File: config.mk
export PLATFORM = sky130hd
export DESIGN_NAME = wb_arbiter
export DESIGN_NICKNAME = d
export VERILOG_FILES = /design/src/rtl/wb_arbiter.sv
export SDC_FILE = /design/constraint.sdc
export NUM_CORES = 1
export LEC_CHECK = 0
export BUFFER_PORTS_ARGS = -buffer_cell sky130_fd_sc_hd__buf_4
export CAP_MARGIN = 15
export CORE_AREA = 2 2 217 219
export CTS_CLUSTER_SIZE = 30
export DETAILED_ROUTE_END_ITERATION = 12
export DIE_AREA = 0 0 219 221
export GPL_TIMING_DRIVEN = 0
export PLACE_DENSITY = 0.45
export SLEW_MARGIN = 20
export SYNTH_ARGS = -nofsm -noshare
export SYNTH_HDL_FRONTEND = slang
export SYNTH_SLANG_ARGS = --single-unit
File: constraint.sdc
create_clock -name clk -period 3.6 [get_ports clk]
set_input_delay 0.72 -clock clk [delete_from_list [all_inputs] [get_ports clk]]
set_output_delay 0.72 -clock clk [all_outputs]
set_load 0.02 [all_outputs]
File: src/rtl/wb_arbiter.sv
// -----------------------------------------------------------------------------
// wb_arbiter
// Writeback arbiter and write-port sequencer for the integer register file.
// NSRC writeback sources share one register-file write port. A round-robin
// pointer decides the grant, and the granted write is registered once before
// it reaches the register file. While that registered write is still in flight
// (not yet visible on the raw read ports), a bypass path forwards it to the
// decode operands.
// -----------------------------------------------------------------------------
module wb_arbiter #(
    parameter int XLEN = 64,
    parameter int NSRC = 3
) (
    input  logic                 clk,
    input  logic                 resetn,
    input  logic                 wb_en,
    input  logic [NSRC-1:0]      src_valid,
    output logic [NSRC-1:0]      src_ready,
    input  logic [NSRC*5-1:0]    src_rd,
    input  logic [NSRC*XLEN-1:0] src_wd,
    output logic                 rf_we,
    output logic [4:0]           rf_rd,
    output logic [XLEN-1:0]      rf_wd,
    input  logic [4:0]           rs1,
    input  logic [4:0]           rs2,
    input  logic [XLEN-1:0]      rf_rd1,
    input  logic [XLEN-1:0]      rf_rd2,
    output logic [XLEN-1:0]      fwd_rd1,
    output logic [XLEN-1:0]      fwd_rd2
);

    // Pointer width. It is wide enough to hold any source index 0..NSRC-1.
    localparam int PW = (NSRC > 1) ? $clog2(NSRC) : 1;

    // Round-robin state and the registered write-port outputs.
    logic [PW-1:0]   r_ptr;
    logic            r_we;
    logic [4:0]      r_rd;
    logic [XLEN-1:0] r_wd;

    // Grant decision and the write selected from the granted source.
    logic [PW-1:0]   w_gnt_idx;
    logic            w_gnt_any;
    logic            w_xfer;
    logic [4:0]      w_gnt_rd;
    logic [XLEN-1:0] w_gnt_wd;

    // Returns (base + k) modulo NSRC, for 0 <= base < NSRC and 1 <= k <= NSRC.
    function automatic logic [PW-1:0] wrap_add(input logic [PW-1:0] base, input int k);
        int sum;
        sum = int'(base) + k;
        if (sum >= NSRC) begin
            sum = sum - NSRC;
        end
        return PW'(sum);
    endfunction

    // Search for the first valid source, starting at ptr+1 and wrapping around.
    always_comb begin
        // NOTE: every combinational output gets a default first, so no path
        // leaves it unassigned and no latch is inferred.
        w_gnt_idx = '0;
        w_gnt_any = 1'b0;
        for (int k = 1; k <= NSRC; k++) begin
            if (!w_gnt_any && src_valid[wrap_add(r_ptr, k)]) begin
                w_gnt_any = 1'b1;
                w_gnt_idx = wrap_add(r_ptr, k);
            end
        end
    end

    // A grant is only issued when writeback is enabled and reset is not
    // asserted. The granted source is valid by construction, so any grant is
    // also a transfer.
    assign w_xfer = w_gnt_any && wb_en && resetn;

    // One-hot ready vector. It depends only on valid, wb_en and ptr (and on
    // reset).
    always_comb begin
        src_ready = '0;
        if (w_xfer) begin
            src_ready[w_gnt_idx] = 1'b1;
        end
    end

    // Select the destination register and the data of the granted source.
    always_comb begin
        w_gnt_rd = src_rd[5*int'(w_gnt_idx) +: 5];
        w_gnt_wd = src_wd[XLEN*int'(w_gnt_idx) +: XLEN];
    end

    // Advance the round-robin pointer to the most recently granted source.
    always_ff @(posedge clk or negedge resetn) begin
        if (!resetn) begin
            r_ptr <= PW'(NSRC - 1);
        end else if (w_xfer) begin
            // NOTE: sequential state uses non-blocking assignments, so every
            // always_ff block samples the values from before the edge.
            r_ptr <= w_gnt_idx;
        end
    end

    // Register the granted write. A write to x0 uses the slot but does not
    // raise the write enable.
    always_ff @(posedge clk or negedge resetn) begin
        if (!resetn) begin
            r_we <= 1'b0;
            r_rd <= '0;
            r_wd <= '0;
        end else if (w_xfer) begin
            r_we <= (w_gnt_rd != 5'd0);
            r_rd <= w_gnt_rd;
            r_wd <= w_gnt_wd;
        end else begin
            r_we <= 1'b0;
        end
    end

    assign rf_we = r_we;
    assign rf_rd = r_rd;
    assign rf_wd = r_wd;

    // Forward the in-flight write to the decode operands. x0 is never
    // forwarded.
    always_comb begin
        fwd_rd1 = (r_we && (r_rd == rs1) && (rs1 != 5'd0)) ? r_wd : rf_rd1;
        fwd_rd2 = (r_we && (r_rd == rs2) && (rs2 != 5'd0)) ? r_wd : rf_rd2;
    end

endmodule

==> impl_metrics.yaml <==
worst_setup_path:
  critical_path_arrival_ps: 2760
  worstRegToRegCells: 14
  slowest_stage: "dfrtp_1"
  cp_max_fo: 6
  endpoint_kind: "primary output"
  crit_chain: "buf_8, inv_4, ha_4, mux2_4, a21bo_4, or3_4, o211a_1, buf_12, and2_1, buf_4"
  worstSetupPathType: "flop to primary output"
  start_kind: "flop"
  crit_path_max_incr_delay_ps: 410
  critPathBufInv: 4
  cp.required_ps: 2880
  r2r_end: "rf_wd[2]"
  r2r_slack_ps: 510
  crit_family: "simple AND/OR/NAND/NOR gates"
  rr_startpoint: "r_ptr[0]"
power:
  comb_power_share_pct: 63.7
  p_leak_nw: 5.418
  power.switching_mw: 3.674
  p_per_area_nw_per_um2: 662.5
  switching_share_pct: 48.34
  peakVddDrop_uv: 265.4
  seqPwrFrac_pct: 23.3
  p_int_mw: 3.926
  power_frac_clock_pct: 12.9
clock_network:
  ctsRootBufferMaster: "clkbuf_16"
  holdBufCountCts: 0
  clk_pin_slew_ps: 70
  cts_tree: "built"
  htreeDepth: 3
  cts_max_path_buffers: 2
  numCtsBuffers: 9
  clk_latency_ps: 370
  cts_sinks: 72
placed_design:
  io_buffer_count: 551
  dpl_cell_area_sq_um: 10880
  finalWeightedCongestion: 0.8419
  place_ws_ps: -610.7
  place_hpwl_um: 29920
timing:
  fin_worst_skew_ps: 11.83
  min_period_over_period_pct: 96.77
  setup_viol: 0
  hold_viol_final: 0
  tightest_slew_ps: 789.9
  slew-limit-headroom_pct: 47.34
  fin_ws_ps: 116.3
  slew_violations: 0
  finalCriticalPeriod_ps: 3484
  fin_setup_tns_ps: 0
  max_freq_ghz: 0.2870
synthesis:
  ys_types: 43
  synth_ff_type: "dfrtp_1"
  netlist_instances: 611
  synth_nets: 966
  synth_area_sq_um: 5981
  synth_seq_cells: 72
  ys_warn_count: 0
  synth_edf_count: 0
  synth-seq-area-share_pct: 30.15
  async_reset_ff_share_pct: 100.0
  syn_avg_cell_area_sq_um: 9.788
routing:
  wl_per_cell_um: 20.15
  drt_first_pass_iters: 4
  vias_per_cell: 4.028
  drtAntennaViolNets: 0
  routed_wl_um: 36240
  initialDrtViolationCount: 249
  routed-via-count: 7246
  drc: 0
cells_and_area:
  utilization_pct: 24.91
  layout_commonest_cell: "buf_4"
  drive_above_1_share_pct: 66.22
  syn2layout_area_growth_pct: 91.84
  final_nets: 1540
  fin_area_sq_um: 11470
  final_cell_mix: "569 x buf_4, 128 x mux2_2, 76 x nand2_1"
job:
  cap_violations: 0
global_routing:
  grt_max_degree: 75
  grt_pass1_wl_um: 50220
  grt_pass1_vias: 7468
  antenna_found_initial: 2
  track_usage_pct: 14.27
  gr-total-overflow: 0
floorplan:
  initial_utilization_pct: 12.98
  dieArea_sq_um: 48400
  core_area_sq_um: 46060
  die_w_um: 219
  row_count: 79
  io_pins: 552
  die_y_um: 221
hold_path:
  hold_path_class: "primary input to async pin"
outcome:
  status: "finished clean"
[routing by layer]
metal,track usage (%),vias to the layer above,wire length [um]
met4,4.839,2,700
met1,17.10,3486,14950
met5,0,-,13
met2,25.33,309,18340
met3,2.653,28,2244
li1,-,3421,-
[synthesized netlist by cell type (all sizes together) (4+ instances only)]
cell,instances,area [sq um]
a21oi,9,45.04
buf,40,252.7
clkbuf,16,60.06
dfrtp,71,1777
ha,4,50.05
mux2,129,1456
mux2i,69,690.7
nand2,76,285.3
nand2b,4,27.53
nand3,69,345.3
nor2,6,22.52
nor3,5,25.02
nor4,4,25.02
o211ai,70,620.6
xor2,6,52.55
[power groups by stage]
stage	logic [mW]	clock network [mW]	registers (mW)
final	4.85	0.983	1.77
after global routing	5.24	1.07	1.84
after CTS	4.82	1.04	1.80
after detailed placement	4.65	0	1.80
after global placement	4.62	0	1.79
after floorplan	2.31	0	1.97
[how the worst max path moves through the flow]
stage / from / end / slack, ps / cells past startpoint
detailed placement: r_ptr[0] / src_ready[1] / -610 / 10
global route: r_ptr[0] / src_ready[0] / -3 / 10
finish: r_ptr[0] / src_ready[2] / 120 / 10
CTS: r_ptr[0] / src_ready[2] / 5 / 10
global placement: rs1[4] / fwd_rd1[25] / -770 / 9
floorplan: r_ptr[0] / src_ready[0] / 140 / 10
[worst register-to-register path: cells and delay by family, from the launching register on]
kind,cells,cell delay (ps)
buffers and inverters,7,1010
multiplexers,1,310
AND/OR/NAND/NOR,2,490
AO/OA/AOI/OAI,3,600
adder cells (fa/ha/maj),1,150
flip-flops,1,410
[sequential cells by signal, summed over array words and instances (netlist names)]
name / flops
rf_rd: 5
rf_wd: 64
rf_we: 1
r_ptr: 2
[stage by stage]
stage / std cells / hold slack [ps] / total power, mW
global placement: 1769 / 526.5 / 6.408
detailed placement: 1769 / 527.1 / 6.456
CTS: 1790 / 544.0 / 7.657
floorplan: 611 / 424.4 / 4.285
finish: 1799 / 408.1 / 7.601
global route: 1797 / 454.3 / 8.143
[final cells by class]
class / count / area, sq um
clock buffer: 11 / 252.7
clock inverter: 5 / 55.05
multi-input combinational: 480 / 3928
sequential: 72 / 1808
fill: 5041 / 34590
antenna: 2 / 5.005
inverter: 3 / 13.76
buffer: 55 / 410.4
tap: 607 / 759.5
timing repair buffer: 564 / 4242
[cell families after synthesis]
logic type	synth area share (%)
xor gates and xnor gates	1.172
AOI/OAI and AO/OA	13.20
muxes	35.90
adders and majority gates	0.8369
and+or+nand+nor	13.33
buffers and inverters	5.418
DFF	30.15
[repair_timing]
| action | 4_1_cts | 5_1_grt |
|---|---|---|
| hold endpoints to repair | 0 | 0 |
| setup buffers | 6 | 7 |
| setup endpoints to repair | 146 | 119 |
| cloned | 0 | 0 |
| resized for setup | 37 | 20 |
| pin swaps | 3 | 3 |
Note: power is estimated with default switching activity, not from simulation.
